<file path="config.mk">
export PLATFORM = sky130hd
export DESIGN_NAME = present_ctrl_flat
export DESIGN_NICKNAME = d
export VERILOG_FILES = /design/src/rtl/present_ctrl_if.sv /design/src/rtl/present_ctrl.sv /design/src/flat_wrapper.sv
export SDC_FILE = /design/constraint.sdc
export NUM_CORES = 1
export LEC_CHECK = 0
export CAP_MARGIN = 30
export CORE_AREA = 3 3 179 181
export CTS_CLUSTER_SIZE = 28
export DETAILED_ROUTE_END_ITERATION = 8
export DIE_AREA = 0 0 182 184
export GPL_TIMING_DRIVEN = 0
export PLACE_DENSITY_LB_ADDON = 0.3
export REMOVE_ABC_BUFFERS = 1
export SLEW_MARGIN = 15
export SYNTH_ARGS = -nofsm -noshare
export SYNTH_HDL_FRONTEND = slang
export SYNTH_SLANG_ARGS = --single-unit
</file>
<file path="constraint.sdc">
create_clock -name clk -period 4.5 [get_ports clk]
set_clock_uncertainty 0.2 [all_clocks]
set_input_delay 0.45 -clock clk [delete_from_list [all_inputs] [get_ports clk]]
set_output_delay 0.45 -clock clk [all_outputs]
set_load 0.05 [all_outputs]
</file>
<file path="src/rtl/present_ctrl_if.sv">
// Host-side handshake bundle for present_ctrl: key load, block command and result return.
// master = command source, slave = controller.
interface present_ctrl_if;
  logic [79:0] key_i;
  logic        key_valid_i;
  logic        key_ready_o;
  logic [63:0] in_block_i;
  logic        in_encdec_i;
  logic        in_valid_i;
  logic        in_ready_o;
  logic [63:0] out_block_o;
  logic        out_err_o;
  logic        out_valid_o;
  logic        out_ready_i;

  modport master (
    output key_i, key_valid_i, in_block_i, in_encdec_i, in_valid_i, out_ready_i,
    input  key_ready_o, in_ready_o, out_block_o, out_err_o, out_valid_o
  );

  modport slave (
    input  key_i, key_valid_i, in_block_i, in_encdec_i, in_valid_i, out_ready_i,
    output key_ready_o, in_ready_o, out_block_o, out_err_o, out_valid_o
  );
endinterface

</file>
<file path="src/rtl/present_ctrl.sv">
// Sequences one PRESENT-80 core operation per block: core reset, key schedule, done flag, result.
// Latency RST_CYCLES + core latency + 2 cycles to out_valid; host stalls via in_ready/out_ready.
module present_ctrl #(
  parameter int RST_CYCLES = 2,
  parameter int TIMEOUT    = 1024
) (
  input  logic          clk,
  input  logic          rst,
  present_ctrl_if.slave host,
  output logic          busy_o,
  output logic          key_loaded_o,
  output logic [31:0]   blk_count_o,
  output logic          core_rst_o,
  output logic          core_encdec_o,
  output logic [79:0]   core_key_o,
  output logic [63:0]   core_block_o,
  input  logic          core_end_key_i,
  input  logic [63:0]   core_block_i,
  input  logic          core_end_enc_i,
  input  logic          core_end_dec_i
);

  // One counter serves the core-reset hold and the watchdog; they never overlap.
  localparam int CMAX = (TIMEOUT > RST_CYCLES) ? TIMEOUT : RST_CYCLES;
  localparam int CW   = $clog2(CMAX);
  localparam logic [CW-1:0] RST_LAST = CW'(RST_CYCLES - 1);
  localparam logic [CW-1:0] TMO_LAST = CW'(TIMEOUT - 1);

  typedef enum logic [2:0] {
    S_IDLE,
    S_RST_CORE,
    S_WAIT_KEY,
    S_WAIT_DONE,
    S_OUT
  } state_e;

  typedef struct packed {
    logic        encdec;
    logic [63:0] blk;
  } op_t;

  typedef struct packed {
    logic        err;
    logic [63:0] blk;
  } res_t;

  state_e        state_q, state_d;
  logic [CW-1:0] cnt_q, cnt_d;
  logic [79:0]   key_q, key_d;
  logic          key_loaded_q, key_loaded_d;
  op_t           op_q, op_d;
  res_t          res_q, res_d;
  logic [31:0]   blk_count_q, blk_count_d;
  logic          done_match;

  // Only the flag for the latched direction counts; the other is ignored.
  assign done_match = op_q.encdec ? core_end_dec_i : core_end_enc_i;

  always_ff @(posedge clk or negedge rst) begin
    if (!rst) begin
      state_q      <= S_IDLE;
      cnt_q        <= '0;
      key_q        <= '0;
      key_loaded_q <= 1'b0;
      op_q         <= '0;
      res_q        <= '0;
      blk_count_q  <= '0;
    end else begin
      state_q      <= state_d;
      cnt_q        <= cnt_d;
      key_q        <= key_d;
      key_loaded_q <= key_loaded_d;
      op_q         <= op_d;
      res_q        <= res_d;
      blk_count_q  <= blk_count_d;
    end
  end

  always_comb begin
    state_d      = state_q;
    cnt_d        = cnt_q;
    key_d        = key_q;
    key_loaded_d = key_loaded_q;
    op_d         = op_q;
    res_d        = res_q;
    blk_count_d  = blk_count_q;

    case (state_q)
      S_IDLE: begin
        if (host.key_valid_i) begin
          key_d        = host.key_i;
          key_loaded_d = 1'b1;
        end else if (host.in_valid_i && key_loaded_q) begin
          op_d.encdec = host.in_encdec_i;
          op_d.blk    = host.in_block_i;
          cnt_d       = '0;
          state_d     = S_RST_CORE;
        end
      end

      S_RST_CORE: begin
        if (cnt_q == RST_LAST) begin
          cnt_d   = '0;
          state_d = S_WAIT_KEY;
        end else begin
          cnt_d = cnt_q + CW'(1);
        end
      end

      // Watchdog wins here so the counter can never run past its terminal value.
      S_WAIT_KEY: begin
        if (cnt_q == TMO_LAST) begin
          res_d.err = 1'b1;
          res_d.blk = '0;
          state_d   = S_OUT;
        end else begin
          cnt_d = cnt_q + CW'(1);
          if (core_end_key_i) begin
            state_d = S_WAIT_DONE;
          end
        end
      end

      S_WAIT_DONE: begin
        if (done_match) begin
          res_d.err = 1'b0;
          res_d.blk = core_block_i;
          state_d   = S_OUT;
        end else if (cnt_q == TMO_LAST) begin
          res_d.err = 1'b1;
          res_d.blk = '0;
          state_d   = S_OUT;
        end else begin
          cnt_d = cnt_q + CW'(1);
        end
      end

      S_OUT: begin
        if (host.out_ready_i) begin
          state_d = S_IDLE;
          if (!res_q.err) begin
            blk_count_d = blk_count_q + 32'd1;
          end
        end
      end

      default: state_d = S_IDLE;
    endcase
  end

  // A pending key load takes the cycle, so the block command waits one cycle.
  assign host.key_ready_o = (state_q == S_IDLE);
  assign host.in_ready_o  = (state_q == S_IDLE) & key_loaded_q & ~host.key_valid_i;
  assign host.out_valid_o = (state_q == S_OUT);
  assign host.out_block_o = res_q.blk;
  assign host.out_err_o   = res_q.err;

  assign busy_o        = (state_q != S_IDLE);
  assign key_loaded_o  = key_loaded_q;
  assign blk_count_o   = blk_count_q;
  assign core_rst_o    = !((state_q == S_WAIT_KEY) || (state_q == S_WAIT_DONE));
  assign core_encdec_o = op_q.encdec;
  assign core_key_o    = key_q;
  assign core_block_o  = op_q.blk;

endmodule

</file>
<file path="src/flat_wrapper.sv">
// flat-port wrapper written by rule: the top's interface ports become plain ports
module present_ctrl_flat 
#(
  parameter int RST_CYCLES = 2,
  parameter int TIMEOUT    = 1024
)
  (clk, rst, busy_o, key_loaded_o, blk_count_o, core_rst_o, core_encdec_o, core_key_o, core_block_o, core_end_key_i, core_block_i, core_end_enc_i, core_end_dec_i, host_key_i, host_key_valid_i, host_in_block_i, host_in_encdec_i, host_in_valid_i, host_out_ready_i, host_key_ready_o, host_in_ready_o, host_out_block_o, host_out_err_o, host_out_valid_o);
  present_ctrl_if host_i ();
  input  logic clk;
  input  logic rst;
  output logic busy_o;
  output logic key_loaded_o;
  output logic [31:0] blk_count_o;
  output logic core_rst_o;
  output logic core_encdec_o;
  output logic [79:0] core_key_o;
  output logic [63:0] core_block_o;
  input  logic core_end_key_i;
  input  logic [63:0] core_block_i;
  input  logic core_end_enc_i;
  input  logic core_end_dec_i;
  input wire logic [$bits(host_i.key_i)-1:0] host_key_i;
  input wire logic [$bits(host_i.key_valid_i)-1:0] host_key_valid_i;
  input wire logic [$bits(host_i.in_block_i)-1:0] host_in_block_i;
  input wire logic [$bits(host_i.in_encdec_i)-1:0] host_in_encdec_i;
  input wire logic [$bits(host_i.in_valid_i)-1:0] host_in_valid_i;
  input wire logic [$bits(host_i.out_ready_i)-1:0] host_out_ready_i;
  output wire logic [$bits(host_i.key_ready_o)-1:0] host_key_ready_o;
  output wire logic [$bits(host_i.in_ready_o)-1:0] host_in_ready_o;
  output wire logic [$bits(host_i.out_block_o)-1:0] host_out_block_o;
  output wire logic [$bits(host_i.out_err_o)-1:0] host_out_err_o;
  output wire logic [$bits(host_i.out_valid_o)-1:0] host_out_valid_o;
  assign host_i.key_i = host_key_i;
  assign host_i.key_valid_i = host_key_valid_i;
  assign host_i.in_block_i = host_in_block_i;
  assign host_i.in_encdec_i = host_in_encdec_i;
  assign host_i.in_valid_i = host_in_valid_i;
  assign host_i.out_ready_i = host_out_ready_i;
  assign host_key_ready_o = host_i.key_ready_o;
  assign host_in_ready_o = host_i.in_ready_o;
  assign host_out_block_o = host_i.out_block_o;
  assign host_out_err_o = host_i.out_err_o;
  assign host_out_valid_o = host_i.out_valid_o;
  present_ctrl #(.RST_CYCLES(RST_CYCLES), .TIMEOUT(TIMEOUT)) u_core (.clk(clk), .rst(rst), .host(host_i), .busy_o(busy_o), .key_loaded_o(key_loaded_o), .blk_count_o(blk_count_o), .core_rst_o(core_rst_o), .core_encdec_o(core_encdec_o), .core_key_o(core_key_o), .core_block_o(core_block_o), .core_end_key_i(core_end_key_i), .core_block_i(core_block_i), .core_end_enc_i(core_end_enc_i), .core_end_dec_i(core_end_dec_i));
endmodule
</file>
# Word level (Yosys, flattened, before mapping)
# Index checks and enable logic that the tools add are counted.
[classes] add_sub_neg=2 eq_ne=13 n_mux=19 bitwise=4 reduce_logical=12
[ops] op="$mux W65" n=2
[ops] op="$pmux W65 S2" n=1
[ops] op="$mux W10" n=5
[ops] op="$pmux W10 S4" n=1
[ops] op="$add A32 B1 Y32 const B" n=1
[ops] op="$mux W3" n=8
[ops] op="$pmux W3 S5" n=1
[ops] op="$add A10 B1 Y10 const B" n=1
[ops] op="$eq A10 B1 Y1 const B" n=1
[ops] op="$eq A10 B10 Y1 const B" n=1
[ops] op="$eq A3 B2 Y1 const B" n=2
[ops] op="$ne A2 B2 Y1 const B" n=3
[ops] op="$reduce_and A3 Y1" n=2
[ops] op="$reduce_and A6 Y1" n=1
[ops] op="$ne A2 B1 Y1 const B" n=2
[ops] op="$reduce_and A4 Y1" n=1
[ops] op="$reduce_bool A4 Y1" n=1
[ops] op="$eq A3 B1 Y1 const B" n=1
[ops] op="$eq A3 B3 Y1 const B" n=1
[ops] op="$logic_not A3 Y1" n=1
[ops] op="$ne A3 B1 Y1 const B" n=1
[ops] op="$ne A3 B2 Y1 const B" n=1
[ops] op="$reduce_bool A3 Y1" n=1
[ops] op="$and A1 B1 Y1" n=2
[ops] op="7 further kinds" n=8
[word_totals] register_bits=256 input_bits=217 output_inout_bits=248 wordCells=59

# Depth between registers and ports, before layout
# Gate-level depths: netlist of the first run.
[logic_depth] word_depth=4 depth_mapped=7

# Least setup slack after synthesis of the first run
# OpenSTA, ideal clock, no wires.
[synth_timing] kind="register to output" start="register u_core.state_q[2]" end="output port host_in_ready_o" arrival_ps=2273 slack_ps=1577 stages_incl_launch_ff=3 path_cell_list="dfrtp_1 > or3_1 > nor3b_1"
[synth_between] elab_chain_len=3
[synth_lines] element="start: declaration" line_no="present_ctrl.sv:47" rtl="state_e state_q, state_d;"
[synth_lines] element="start signal: assignment" line_no="present_ctrl.sv:69" rtl="state_q <= state_d;"
[synth_lines] element="$logic_not A3 Y1" line_no="present_ctrl.sv:153" rtl="assign host.in_ready_o = (state_q == S_IDLE) & key_loaded_q & ~host.key_valid_i;"
[synth_lines] element="$and A1 B1 Y1 (2 in series)" line_no="present_ctrl.sv:153"
[synth_lines] element="end: declaration" line_no="flat_wrapper.sv:29" rtl="output wire logic [$bits(host_i.in_ready_o)-1:0] host_in_ready_o;"
# No other way between the ends.

# Final worst setup path of the first run
# Same ends and word-level chain as after synthesis.

==> flow_summary.html, run 1 <==
<table>
<tr><th>Metric</th><th>Value</th></tr>
<tr><th colspan="2">Status</th></tr>
<tr><td>Outcome</td><td>complete, no violations</td></tr>
<tr><th colspan="2">Setup path</th></tr>
<tr><td>Critical Path, Cell by Cell</td><td>or3_1, nor3b_1, clkdlybuf4s50_1</td></tr>
<tr><td>Levels on crit path</td><td>3</td></tr>
<tr><td>Worst setup path endpoint</td><td>host_in_ready_o</td></tr>
<tr><td>Critical Path End Type</td><td>output pin</td></tr>
<tr><td>FF-to-FF End</td><td>u_core.cnt_q[9]</td></tr>
<tr><td>Critical path origin</td><td>u_core.state_q[2]</td></tr>
<tr><td>Top fanout value on the critical path</td><td>5</td></tr>
<tr><td>Type of the worst setup path</td><td>flop to output pin</td></tr>
<tr><td>Arrival time reported for the critical path endpoint</td><td>2530 ps</td></tr>
<tr><td>CP max stage delay</td><td>850 ps</td></tr>
<tr><td>Reg2Reg Launch Point</td><td>u_core.core_encdec_o</td></tr>
<tr><td>Setup slack of the most critical reg-to-reg path</td><td>~1700 ps</td></tr>
<tr><td>Element type at the critical path start</td><td>flop</td></tr>
<tr><td>Slowest stage cell, crit path</td><td>sky130_fd_sc_hd__clkdlybuf4s50_1</td></tr>
<tr><td>Worst path required time</td><td>between 3000 and 4000 ps</td></tr>
<tr><td>Worst Reg2Reg Path Length in Cells</td><td>5</td></tr>
<tr><td>Kind of cell adding the most delay to the critical path</td><td>buffers and inverters</td></tr>
<tr><td>Crit path buf inv count</td><td>1</td></tr>
<tr><th colspan="2">Placed design</th></tr>
<tr><td>I/O Buffers</td><td>between 400 and 500</td></tr>
<tr><td>Worst slack at placement</td><td>1290 ps</td></tr>
<tr><td>Placed cells</td><td>about 1500</td></tr>
<tr><td>Final estimated routing congestion in global placement</td><td>around 0.78</td></tr>
<tr><td>Total placed instance area</td><td>between 0.015 and 0.02 sq mm</td></tr>
<tr><td>Detailed placement HPWL</td><td>around 21 mm</td></tr>
<tr><th colspan="2">Routing</th></tr>
<tr><td>Via count of the routed design</td><td>7202</td></tr>
<tr><td>Number of design rule violations left after detail routing</td><td>0</td></tr>
<tr><td>Final wirelength</td><td>roughly 28 mm</td></tr>
<tr><td>Vias per Instance</td><td>between 4 and 5</td></tr>
<tr><td>Length of the first detailed-routing pass in iterations</td><td>4</td></tr>
<tr><td>Routed length per instance</td><td>~18 um</td></tr>
<tr><td>Initial DRC Count</td><td>approximately 260</td></tr>
<tr><td>Remaining number of nets flagged by the antenna check after routing</td><td>0</td></tr>
<tr><th colspan="2">Clock network</th></tr>
<tr><td>Clock slew at reported path FFs</td><td>approximately 60 ps</td></tr>
<tr><td>Number of levels the H-tree was split into</td><td>1</td></tr>
<tr><td>Sink count of the clock tree</td><td>256</td></tr>
<tr><td>Clock tree from TritonCTS</td><td>built</td></tr>
<tr><td>CTS Root Cell</td><td>sky130_fd_sc_hd__clkbuf_16</td></tr>
<tr><td>Source-to-sink clock delay at the later pin of the worst-skew pair</td><td>approximately 540 ps</td></tr>
<tr><td>Total clock buffers created by CTS</td><td>28</td></tr>
<tr><td>Largest buffer count on any clock path</td><td>3</td></tr>
<tr><th colspan="2">Synthesis</th></tr>
<tr><td>Flop and latch count out of synthesis</td><td>256</td></tr>
<tr><td>Count of yosys warnings during synthesis</td><td>0</td></tr>
<tr><td>Post-synthesis instance total</td><td>666</td></tr>
<tr><td>Cell types with the largest area share after synthesis</td><td>sky130_fd_sc_hd__dfrtp_1, sky130_fd_sc_hd__mux2_1, sky130_fd_sc_hd__a22o_1</td></tr>
<tr><td>EDFF count, synth</td><td>0</td></tr>
<tr><td>Area of the mapped netlist</td><td>between 0.01 and 0.015 sq mm</td></tr>
<tr><td>Async S/R FF share, synth</td><td>100%</td></tr>
<tr><td>Commonest cells post-synth</td><td>sky130_fd_sc_hd__dfrtp_1, sky130_fd_sc_hd__mux2_1, sky130_fd_sc_hd__a22o_1</td></tr>
<tr><td>Number of distinct library cell variants in the gate-level netlist after synthesis</td><td>53</td></tr>
<tr><td>Top-count cell post-synth</td><td>sky130_fd_sc_hd__dfrtp_1</td></tr>
<tr><td>Share of the synthesized area in the top cell type</td><td>64.0%</td></tr>
<tr><td>Mean instance size in the synthesized netlist</td><td>approximately 15 sq um</td></tr>
<tr><td>Leading register cell type out of synthesis</td><td>sky130_fd_sc_hd__dfrtp_1</td></tr>
<tr><td>Sequential area share after synthesis</td><td>64.0%</td></tr>
<tr><td>Top cell type by total area after synthesis</td><td>sky130_fd_sc_hd__dfrtp_1</td></tr>
<tr><th colspan="2">Floorplan</th></tr>
<tr><td>Die X</td><td>182 um</td></tr>
<tr><td>I/O pin count</td><td>between 400 and 500</td></tr>
<tr><td>Effective utilization at floorplan</td><td>roughly a third</td></tr>
<tr><td>Total Die Area</td><td>0.0335 sq mm</td></tr>
<tr><td>Die span in y</td><td>about 180 um</td></tr>
<tr><td>Floorplan row count</td><td>between 60 and 70</td></tr>
<tr><td>Placeable Area</td><td>just over 0.03 sq mm</td></tr>
<tr><th colspan="2">Timing</th></tr>
<tr><td>Tmin final</td><td>about 3200 ps</td></tr>
<tr><td>Final number of hold-violating endpoints</td><td>0</td></tr>
<tr><td>Count of pins over their slew limit</td><td>0</td></tr>
<tr><td>Total negative slack</td><td>0 ps</td></tr>
<tr><td>Final Setup Violations</td><td>0</td></tr>
<tr><td>Hold slack</td><td>250 ps</td></tr>
<tr><td>Ratio of final minimum period to clock period</td><td>70.8%</td></tr>
<tr><td>Slew headroom</td><td>47.3%</td></tr>
<tr><td>Achievable Freq</td><td>~0.31 GHz</td></tr>
<tr><td>Pin slew with the least headroom to its limit</td><td>approximately 800 ps</td></tr>
<tr><td>Setup ws final</td><td>around 1300 ps</td></tr>
<tr><td>RSZ-0062 raised after global routing</td><td>no</td></tr>
<tr><th colspan="2">Finish</th></tr>
<tr><td>Total Nets Final</td><td>1357</td></tr>
<tr><td>Fill cells</td><td>about 2600</td></tr>
<tr><td>Layout cells sized above 1</td><td>under 10%</td></tr>
<tr><td>Design area</td><td>about 0.016 sq mm</td></tr>
<tr><td>Area used by multi-input combinational logic</td><td>roughly 0.0034 sq mm</td></tr>
<tr><td>Reg area</td><td>about 0.0064 sq mm</td></tr>
<tr><td>Number of standard cells in the final layout excluding fillers</td><td>roughly 1600</td></tr>
<tr><td>Layout overhead on the synthesized area</td><td>59.8%</td></tr>
<tr><td># diodes</td><td>0</td></tr>
<tr><th colspan="2">Power</th></tr>
<tr><td>Reported leakage power</td><td>between 6 and 7 nW</td></tr>
<tr><td>Power per Cell Area</td><td>824 mW/mm^2</td></tr>
<tr><td>Max rail drop VDD</td><td>0.000561 V</td></tr>
<tr><th colspan="2">Global route</th></tr>
<tr><td>Largest net degree at the start of global routing</td><td>between 100 and 150</td></tr>
<tr><td>Vias in the first global route</td><td>7577</td></tr>
<tr><td>Wire length of the first global-routing pass</td><td>around 43 mm</td></tr>
<tr><td>Total track usage</td><td>about 16%</td></tr>
<tr><td>Initial antenna violation count</td><td>0</td></tr>
<tr><td>GRT overflow</td><td>0</td></tr>
<tr><th colspan="2">Flow run</th></tr>
<tr><td>Number of violations of the max-capacitance limit</td><td>0</td></tr>
<tr><th colspan="2">Worst hold path</th></tr>
<tr><td>Hold/Removal Path Class</td><td>input pin to asynchronous set/reset pin</td></tr>
</table>
sequential cells by signal (all words and copies together), names as in the netlist:
register / count
u_core.core_block_o: 64
u_core.core_encdec_o: 1
u_core.cnt_q: 10
u_core.core_key_o: 80
u_core.blk_count_o: 32
u_core.key_loaded_o: 1
u_core.host.out_err_o: 1
u_core.host.out_block_o: 64
u_core.state_q: 3
cell families after synthesis:
family	synth area share [%]
AND/OR/NAND/NOR	6.18
XOR/XNOR	2.71
AO/OA/AOI/OAI	7.48
multiplexers	16.6
adder cells (fa/ha/maj)	0.375
flip-flops	64.0
buffers and inverters	2.66
worst reg2reg max path: cells and delay by family, from the launching register on:
family,cells,cell delay [ps]
AOI/OAI and AO/OA,2,620
DFF,1,370
muxes,1,390
and+or+nand+nor,2,1070
power by group:
part           leakage, nW  internal, mW  switching (mW)
Clock                0.436          1.29           0.915
Combinational         3.18          2.56            4.66
Sequential            3.17          3.27           0.505
cells in the final DEF (no fill, tap or decap), types with 9 or more instances in the layout:
| cell | netlist | layout |
|---|---|---|
| sky130_fd_sc_hd__nor2_1 | 17 | 15 |
| sky130_fd_sc_hd__mux2_2 | 17 | 17 |
| sky130_fd_sc_hd__nand2_1 | 18 | 18 |
| sky130_fd_sc_hd__mux2_1 | 130 | 130 |
| sky130_fd_sc_hd__nand4_1 | 13 | 13 |
| sky130_fd_sc_hd__dfrtp_1 | 256 | 256 |
| sky130_fd_sc_hd__clkdlybuf4s50_1 | 0 | 463 |
| sky130_fd_sc_hd__clkbuf_16 | 0 | 28 |
| sky130_fd_sc_hd__xnor2_1 | 25 | 25 |
| sky130_fd_sc_hd__a22o_1 | 70 | 70 |
| sky130_fd_sc_hd__nand3_1 | 14 | 14 |
| sky130_fd_sc_hd__clkbuf_1 | 3 | 9 |
stage by stage:
| step | util [%] | total power [mW] |
|---|---|---|
| 2_1_floorplan | - | 8.37 |
| 3_3_place_gp | 48.7 | 11.0 |
| 3_5_place_dp | 49.4 | 11.1 |
| 4_1_cts | 52.3 | 13.4 |
| 5_1_grt | 52.3 | 13.8 |
| 6_report | 52.3 | 13.2 |
worst min path at each step:
stage                                       from                    endpoint  slack [ps]  depth (start not counted)
after global routing         host_in_block_i[18]     u_core.core_block_o[18]         280                          2
after CTS                                    rst  u_core.host.out_block_o[7]         250                          2
after floorplan                              rst       u_core.blk_count_o[0]         -50                          0
after global placement    u_core.blk_count_o[31]      u_core.blk_count_o[31]         260                          1
after detailed placement                     rst      u_core.blk_count_o[18]         250                          1
final                                        rst      u_core.blk_count_o[16]         250                          2
metal layers:
| layer | share of wire [%] | track usage, % | vias to the layer above |
|---|---|---|---|
| li1 | - | - | 3360 |
| met1 | 40 | 19.4 | 3501 |
| met2 | 49 | 27.3 | 309 |
| met3 | 9.8 | 5.60 | 32 |
| met4 | 1.8 | 3.50 | 0 |
| met5 | 0 | 0 | - |
final cells by class:
cell class	count	share of cell area, %
repair buffers	472	30.3
inverters	5	0.117
well taps	396	3.09
clock inverters	8	0.500
flip-flops and latches	256	40.0
clock buffers	42	5.02
multi-input cells	374	21.0
repair_timing:
| action | in CTS | in global routing |
|---|---|---|
| resized for setup | 0 | 0 |
| buffers inserted | 0 | 0 |
| hold buffers | 1 | 0 |
| endpoints found under the hold margin | 64 | 0 |
Power figures use the tool's default switching activity.
==> run 2, diff against run 1 <==
- clock period: 4.5 -> 2.7 ns (I/O delays scaled with it)
==> flow_summary.html, run 2 (synthesis results as in run 1) <==
<table>
<tr><th>Metric</th><th>Value</th></tr>
<tr><th colspan="2">Power</th></tr>
<tr><td>Max rail drop VDD</td><td>approximately 0.0009 V</td></tr>
<tr><td>Power per Cell Area</td><td>roughly 1400 mW/mm^2</td></tr>
<tr><td>Reported leakage power</td><td>6.80 nW</td></tr>
<tr><th colspan="2">Routing</th></tr>
<tr><td>Initial DRC Count</td><td>about 240</td></tr>
<tr><td>Number of design rule violations left after detail routing</td><td>0</td></tr>
<tr><td>Via count of the routed design</td><td>~7200</td></tr>
<tr><td>Length of the first detailed-routing pass in iterations</td><td>4</td></tr>
<tr><td>Routed length per instance</td><td>18.1 um</td></tr>
<tr><td>Remaining number of nets flagged by the antenna check after routing</td><td>0</td></tr>
<tr><td>Vias per Instance</td><td>between 4 and 5</td></tr>
<tr><td>Final wirelength</td><td>between 20 and 30 mm</td></tr>
<tr><th colspan="2">Global route</th></tr>
<tr><td>GRT overflow</td><td>0</td></tr>
<tr><td>Initial antenna violation count</td><td>0</td></tr>
<tr><td>Total track usage</td><td>15.9%</td></tr>
<tr><td>Vias in the first global route</td><td>roughly 7600</td></tr>
<tr><td>Wire length of the first global-routing pass</td><td>around 43 mm</td></tr>
<tr><td>Largest net degree at the start of global routing</td><td>103</td></tr>
<tr><th colspan="2">Timing</th></tr>
<tr><td>Final Setup Violations</td><td>0</td></tr>
<tr><td>Total negative slack</td><td>0 ps</td></tr>
<tr><td>Slew headroom</td><td>roughly 48%</td></tr>
<tr><td>Ratio of final minimum period to clock period</td><td>between 90% and 100%</td></tr>
<tr><td>RSZ-0062 raised after global routing</td><td>yes</td></tr>
<tr><td>Count of pins over their slew limit</td><td>0</td></tr>
<tr><td>Achievable Freq</td><td>0.382 GHz</td></tr>
<tr><td>Pin slew with the least headroom to its limit</td><td>between 700 and 800 ps</td></tr>
<tr><td>Final number of hold-violating endpoints</td><td>0</td></tr>
<tr><td>Tmin final</td><td>2620 ps</td></tr>
<tr><th colspan="2">Finish</th></tr>
<tr><td>Flip-flop count of the largest register after layout</td><td>80</td></tr>
<tr><td>Fill cells</td><td>~2600</td></tr>
<tr><td># diodes</td><td>0</td></tr>
<tr><td>Most common library cell in the layout ignoring fill and taps</td><td>sky130_fd_sc_hd__clkdlybuf4s50_1</td></tr>
<tr><td>Total Nets Final</td><td>between 1000 and 1500</td></tr>
<tr><td>Final design utilization</td><td>between 50% and 60%</td></tr>
<tr><td>Highest-count cells in the layout ignoring fill and taps</td><td>sky130_fd_sc_hd__clkdlybuf4s50_1, sky130_fd_sc_hd__dfrtp_1, sky130_fd_sc_hd__mux2_1, sky130_fd_sc_hd__a22o_1, sky130_fd_sc_hd__clkbuf_16</td></tr>
<tr><td>Design area</td><td>around 0.016 sq mm</td></tr>
<tr><td>Layout overhead on the synthesized area</td><td>59.9%</td></tr>
<tr><td>Layout cells sized above 1</td><td>under 10%</td></tr>
<tr><th colspan="2">Setup path</th></tr>
<tr><td>Kind of cell adding the most delay to the critical path</td><td>simple AND/OR/NAND/NOR gates</td></tr>
<tr><td>Reg2Reg Launch Point</td><td>u_core.state_q[2]</td></tr>
<tr><td>CP max stage delay</td><td>approximately 610 ps</td></tr>
<tr><td>Arrival time reported for the critical path endpoint</td><td>~2800 ps</td></tr>
<tr><td>Worst Reg2Reg Path Length in Cells</td><td>5</td></tr>
<tr><td>Top fanout value on the critical path</td><td>25</td></tr>
<tr><td>Element type at the critical path start</td><td>flop</td></tr>
<tr><td>Worst setup path endpoint</td><td>u_core.core_block_o[53]</td></tr>
<tr><td>Levels on crit path</td><td>5</td></tr>
<tr><td>Critical path origin</td><td>u_core.state_q[2]</td></tr>
<tr><td>Type of the worst setup path</td><td>flop to flop</td></tr>
<tr><td>FF-to-FF End</td><td>u_core.core_block_o[53]</td></tr>
<tr><td>Critical Path End Type</td><td>flop</td></tr>
<tr><td>Setup slack of the most critical reg-to-reg path</td><td>between 80 and 90 ps</td></tr>
<tr><td>Crit path buf inv count</td><td>2</td></tr>
<tr><td>Worst path required time</td><td>just under 3000 ps</td></tr>
<tr><td>Critical Path, Cell by Cell</td><td>or3_4, nor2_4, buf_12, buf_16, mux2_1</td></tr>
<tr><td>Slowest stage cell, crit path</td><td>sky130_fd_sc_hd__nor2_4</td></tr>
<tr><th colspan="2">Placed design</th></tr>
<tr><td>I/O Buffers</td><td>464</td></tr>
<tr><td>Final estimated routing congestion in global placement</td><td>0.781</td></tr>
<tr><td>Detailed placement HPWL</td><td>20.9 mm</td></tr>
<tr><td>Total placed instance area</td><td>between 0.015 and 0.02 sq mm</td></tr>
<tr><th colspan="2">Clock network</th></tr>
<tr><td>Clock tree from TritonCTS</td><td>built</td></tr>
<tr><td>Sink count of the clock tree</td><td>256</td></tr>
<tr><td>Source-to-sink clock delay at the later pin of the worst-skew pair</td><td>540 ps</td></tr>
<tr><td>Number of levels the H-tree was split into</td><td>1</td></tr>
<tr><td>Clock slew at reported path FFs</td><td>60 ps</td></tr>
<tr><td>CTS Root Cell</td><td>sky130_fd_sc_hd__clkbuf_16</td></tr>
<tr><td>Total clock buffers created by CTS</td><td>28</td></tr>
<tr><td>Largest buffer count on any clock path</td><td>3</td></tr>
<tr><th colspan="2">Floorplan</th></tr>
<tr><td>Die X</td><td>roughly 180 um</td></tr>
<tr><td>Placeable Area</td><td>slightly above 0.03 sq mm</td></tr>
<tr><td>Total Die Area</td><td>between 0.03 and 0.04 sq mm</td></tr>
<tr><td>Die span in y</td><td>184 um</td></tr>
<tr><td>Effective utilization at floorplan</td><td>about a third</td></tr>
<tr><td>I/O pin count</td><td>between 400 and 500</td></tr>
<tr><td>Floorplan row count</td><td>between 60 and 70</td></tr>
<tr><th colspan="2">Flow run</th></tr>
<tr><td>Number of violations of the max-capacitance limit</td><td>0</td></tr>
<tr><th colspan="2">Status</th></tr>
<tr><td>Outcome</td><td>complete, no violations</td></tr>
<tr><th colspan="2">Worst hold path</th></tr>
<tr><td>Hold/Removal Path Class</td><td>input pin to asynchronous set/reset pin</td></tr>
</table>
## run 2: cell types whose count changed in the layout (fill, tap and decap cells not counted), sizes merged
cell           previous run  this run
clkbuf                   42        43
clkdlybuf4s50           463       458
dlygate4sd2               0         3
dlymetal6s2s              0         1
## run 2: worst min path at each step
stage | start | to | slack, ps | depth (start not counted)
after floorplan | rst | u_core.blk_count_o[0] | -230 | 0
after global placement | u_core.blk_count_o[31] | u_core.blk_count_o[31] | 260 | 1
after detailed placement | rst | u_core.blk_count_o[18] | 70 | 1
after CTS | rst | u_core.host.out_block_o[7] | 70 | 2
after global routing | host_in_block_i[18] | u_core.core_block_o[18] | 100 | 2
final | rst | u_core.blk_count_o[16] | 70 | 2
## run 2: per-layer routing
metal	vias up	track usage [%]	wire length (um)
met3	32	5.58	2760
met2	315	27.3	13700
met1	3507	19.4	11100
met4	0	3.50	488
li1	3361	-	-
met5	-	0	0
## run 2: report_power, final
part | switching [mW] | internal [mW]
logic | 7.77 | 4.27
clock network | 1.53 | 2.14
registers | 0.843 | 5.45
total | 10.1 | 11.9
## run 2: area by class of cell
| class | count | area [sq um] | area share (%) |
|---|---|---|---|
| tap | 396 | 495 | 3.09 |
| inverter | 5 | 18.8 | 0.117 |
| sequential | 256 | 6410 | 40.0 |
| timing repair buffer | 472 | 4840 | 30.2 |
| clock inverter | 8 | 80.1 | 0.500 |
| clock buffer | 42 | 803 | 5.01 |
| multi-input combinational | 374 | 3380 | 21.1 |
## run 2: worst reg2reg max path: stages (launching register included)
cell,delay [ps]
sky130_fd_sc_hd__dfrtp_1,410
sky130_fd_sc_hd__or3_4,420
sky130_fd_sc_hd__nor2_4,610
sky130_fd_sc_hd__buf_12,300
sky130_fd_sc_hd__buf_16,200
sky130_fd_sc_hd__mux2_1,340
## run 2: metrics by stage
step | instances | setup WS [ps] | hold WS [ps] | total power, mW
floorplan | 635 | -2040 | -226 | 14.0
global placement | 1495 | -10100 | 263 | 18.3
detailed placement | 1502 | -328 | 74.0 | 18.5
CTS | 1553 | 30.9 | 71.0 | 22.3
global route | 1553 | -47.8 | 102 | 23.0
finish | 1553 | 84.4 | 70.3 | 22.0
## run 2: timing repair
item,in CTS,in global routing
gates resized for setup,6,5
endpoints found under the setup margin,24,22
hold buffers,1,0
pin swaps,1,3
setup buffers,0,0
endpoints found under the hold margin,96,0
==> run 3, diff against run 2 <==
- SKIP_LAST_GASP: unset -> 1
- SLEW_MARGIN: 15 -> unset
- TNS_END_PERCENT: unset -> 50
==> flow_summary.html, run 3 (synthesis results as in run 1) <==
<table>
<tr><th>Metric</th><th>Value</th></tr>
<tr><th colspan="2">Setup path</th></tr>
<tr><td>CP max stage delay</td><td>830 ps</td></tr>
<tr><td>Arrival time reported for the critical path endpoint</td><td>between 2000 and 2500 ps</td></tr>
<tr><td>Critical Path, Cell by Cell</td><td>and2b_2, inv_2, clkdlybuf4s50_1</td></tr>
<tr><td>Slowest stage cell, crit path</td><td>sky130_fd_sc_hd__clkdlybuf4s50_1</td></tr>
<tr><td>Element type at the critical path start</td><td>flop</td></tr>
<tr><td>Kind of cell adding the most delay to the critical path</td><td>buffers and inverters</td></tr>
<tr><td>Type of the worst setup path</td><td>flop to output pin</td></tr>
<tr><td>Worst path required time</td><td>around 2200 ps</td></tr>
<tr><td>Critical Path End Type</td><td>output pin</td></tr>
<tr><td>Top fanout value on the critical path</td><td>6</td></tr>
<tr><td>Crit path buf inv count</td><td>2</td></tr>
<tr><th colspan="2">Floorplan</th></tr>
<tr><td>Placeable Area</td><td>just over 0.03 sq mm</td></tr>
<tr><td>Die span in y</td><td>between 150 and 200 um</td></tr>
<tr><td>Die X</td><td>roughly 180 um</td></tr>
<tr><td>Floorplan row count</td><td>64</td></tr>
<tr><td>Effective utilization at floorplan</td><td>32.7%</td></tr>
<tr><td>I/O pin count</td><td>around 470</td></tr>
<tr><td>Total Die Area</td><td>0.0335 sq mm</td></tr>
<tr><th colspan="2">Placed design</th></tr>
<tr><td>Detailed placement HPWL</td><td>between 20 and 25 mm</td></tr>
<tr><td>Total placed instance area</td><td>~0.015 sq mm</td></tr>
<tr><td>Worst slack at placement</td><td>-338 ps</td></tr>
<tr><td>I/O Buffers</td><td>~460</td></tr>
<tr><td>Placed cells</td><td>roughly 1500</td></tr>
<tr><td>Final estimated routing congestion in global placement</td><td>0.781</td></tr>
<tr><th colspan="2">Clock network</th></tr>
<tr><td>Clock tree from TritonCTS</td><td>built</td></tr>
<tr><td>Number of levels the H-tree was split into</td><td>1</td></tr>
<tr><td>Source-to-sink clock delay at the later pin of the worst-skew pair</td><td>~530 ps</td></tr>
<tr><td>Clock slew at reported path FFs</td><td>60 ps</td></tr>
<tr><td>CTS Root Cell</td><td>sky130_fd_sc_hd__clkbuf_16</td></tr>
<tr><td>Total clock buffers created by CTS</td><td>29</td></tr>
<tr><td>Sink count of the clock tree</td><td>around 260</td></tr>
<tr><td>Largest buffer count on any clock path</td><td>3</td></tr>
<tr><th colspan="2">Global route</th></tr>
<tr><td>GRT overflow</td><td>0</td></tr>
<tr><td>Largest net degree at the start of global routing</td><td>between 100 and 150</td></tr>
<tr><td>Vias in the first global route</td><td>between 7000 and 8000</td></tr>
<tr><td>Initial antenna violation count</td><td>0</td></tr>
<tr><td>Wire length of the first global-routing pass</td><td>around 44 mm</td></tr>
<tr><td>Total track usage</td><td>between 10% and 20%</td></tr>
<tr><th colspan="2">Timing</th></tr>
<tr><td>Final number of hold-violating endpoints</td><td>0</td></tr>
<tr><td>Achievable Freq</td><td>about 0.38 GHz</td></tr>
<tr><td>Final Setup Violations</td><td>0</td></tr>
<tr><td>Ratio of final minimum period to clock period</td><td>between 90% and 100%</td></tr>
<tr><td>Hold slack</td><td>between 100 and 150 ps</td></tr>
<tr><td>Count of pins over their slew limit</td><td>0</td></tr>
<tr><td>Pin slew with the least headroom to its limit</td><td>between 800 and 900 ps</td></tr>
<tr><td>Slew headroom</td><td>between 40% and 50%</td></tr>
<tr><td>Tmin final</td><td>between 2000 and 3000 ps</td></tr>
<tr><td>RSZ-0062 raised after global routing</td><td>no</td></tr>
<tr><td>Setup ws final</td><td>about 86 ps</td></tr>
<tr><th colspan="2">Routing</th></tr>
<tr><td>Via count of the routed design</td><td>~7300</td></tr>
<tr><td>Initial DRC Count</td><td>290</td></tr>
<tr><td>Detailed route wirelength on metal3</td><td>about 2.6 mm</td></tr>
<tr><td>Remaining number of nets flagged by the antenna check after routing</td><td>0</td></tr>
<tr><td>Detailed route wirelength on metal2</td><td>between 10 and 15 mm</td></tr>
<tr><td>Final wirelength</td><td>~28 mm</td></tr>
<tr><td>Routed length per instance</td><td>18.2 um</td></tr>
<tr><td>Max layer used</td><td>met4</td></tr>
<tr><td>Length of the first detailed-routing pass in iterations</td><td>4</td></tr>
<tr><td>Number of design rule violations left after detail routing</td><td>0</td></tr>
<tr><td>Vias per Instance</td><td>approximately 4.7</td></tr>
<tr><td>Length of routed wiring on met1</td><td>around 11 mm</td></tr>
<tr><th colspan="2">Worst hold path</th></tr>
<tr><td>Hold/Removal Path Class</td><td>input pin to asynchronous set/reset pin</td></tr>
<tr><th colspan="2">Flow run</th></tr>
<tr><td>Number of violations of the max-capacitance limit</td><td>0</td></tr>
<tr><th colspan="2">Power</th></tr>
<tr><td>Reported leakage power</td><td>between 6 and 7 nW</td></tr>
<tr><td>Power per Cell Area</td><td>~1400 mW/mm^2</td></tr>
<tr><td>Max rail drop VDD</td><td>between 0.0008 and 0.0009 V</td></tr>
<tr><td>PnR Total Power</td><td>22.3 mW</td></tr>
<tr><th colspan="2">Finish</th></tr>
<tr><td>Most common library cell in the layout ignoring fill and taps</td><td>sky130_fd_sc_hd__clkdlybuf4s50_1</td></tr>
<tr><td>Total Nets Final</td><td>around 1400</td></tr>
<tr><td># diodes</td><td>0</td></tr>
<tr><td>Layout overhead on the synthesized area</td><td>60.7%</td></tr>
<tr><td>Number of standard cells in the final layout excluding fillers</td><td>1558</td></tr>
<tr><td>Design area</td><td>between 0.015 and 0.02 sq mm</td></tr>
<tr><td>Highest-count cells in the layout ignoring fill and taps</td><td>sky130_fd_sc_hd__clkdlybuf4s50_1, sky130_fd_sc_hd__dfrtp_1, sky130_fd_sc_hd__mux2_1, sky130_fd_sc_hd__a22o_1, sky130_fd_sc_hd__clkbuf_16</td></tr>
<tr><td>Layout cells sized above 1</td><td>between 7 and 8%</td></tr>
<tr><td>Flip-flop count of the largest register after layout</td><td>80</td></tr>
<tr><th colspan="2">Status</th></tr>
<tr><td>Outcome</td><td>complete, no violations</td></tr>
</table>
-- run 3: cell types whose count changed in the layout (fill, tap and decap cells not counted), moves of 2 or more --
cell	delta
sky130_fd_sc_hd__buf_12	+2
sky130_fd_sc_hd__buf_16	-2
sky130_fd_sc_hd__clkinv_2	-2
sky130_fd_sc_hd__dlygate4sd2_1	-2
sky130_fd_sc_hd__bufinv_16	+2
sky130_fd_sc_hd__buf_4	+3
-- run 3: power by group --
group / total (mW) / internal [mW] / switching (mW)
combinational: 12.1 / 4.26 / 7.79
clock: 3.92 / 2.42 / 1.50
sequential: 6.29 / 5.45 / 0.843
-- run 3: metal layers --
| layer | up-vias | track usage [%] |
|---|---|---|
| li1 | 3373 | - |
| met3 | 36 | 5.32 |
| met1 | 3619 | 19.6 |
| met4 | 0 | 3.63 |
| met2 | 311 | 27.9 |
| met5 | - | 0 |
-- run 3: metrics by stage --
step	util (%)	TNS (ps)
after floorplan	-	-325380
after global placement	48.7	-3116630
after detailed placement	49.3	-6760
after CTS	52.5	-103
after global routing	52.6	0
final	52.6	0
-- run 3: path summary, 6_finish.rpt --
| path | from | slack [ps] | to | cells after the start |
|---|---|---|---|---|
| max | u_core.state_q[2] | 90 | core_rst_o | 3 |
| min | rst | 100 | u_core.blk_count_o[18] | 3 |
| max reg2reg | u_core.state_q[2] | 240 | u_core.core_key_o[27] | 5 |
| min reg2reg | u_core.core_key_o[37] | 280 | u_core.core_key_o[37] | 1 |
| max in group asynchronous | rst | 1620 | u_core.core_block_o[1] | 3 |
| min in group clk | host_key_i[31] | 130 | u_core.core_key_o[31] | 2 |
-- run 3: cell type report --
cell class              count  area [sq um]
repair buffers            475          4850
inverters                   5          18.8
well taps                 396           495
multi-input cells         375          3370
flip-flops and latches    256          6410
fillers                  2627         14500
clock inverters             7           114
clock buffers              44           842
-- run 3: timing repair --
action,CTS,global route
resized for setup,3,5
cloned,0,1
hold buffers,2,0
endpoints found under the setup margin,6,73
setup buffers,0,3
pin swaps,0,3
hold endpoints to repair,256,0
-- run 3: worst register-to-register path, stage by stage, from the launching register on --
cell	delay [ps]
sky130_fd_sc_hd__dfrtp_1	410
sky130_fd_sc_hd__or3_1	500
sky130_fd_sc_hd__inv_2	130
sky130_fd_sc_hd__and2_4	320
sky130_fd_sc_hd__buf_16	340
sky130_fd_sc_hd__mux2_1	440
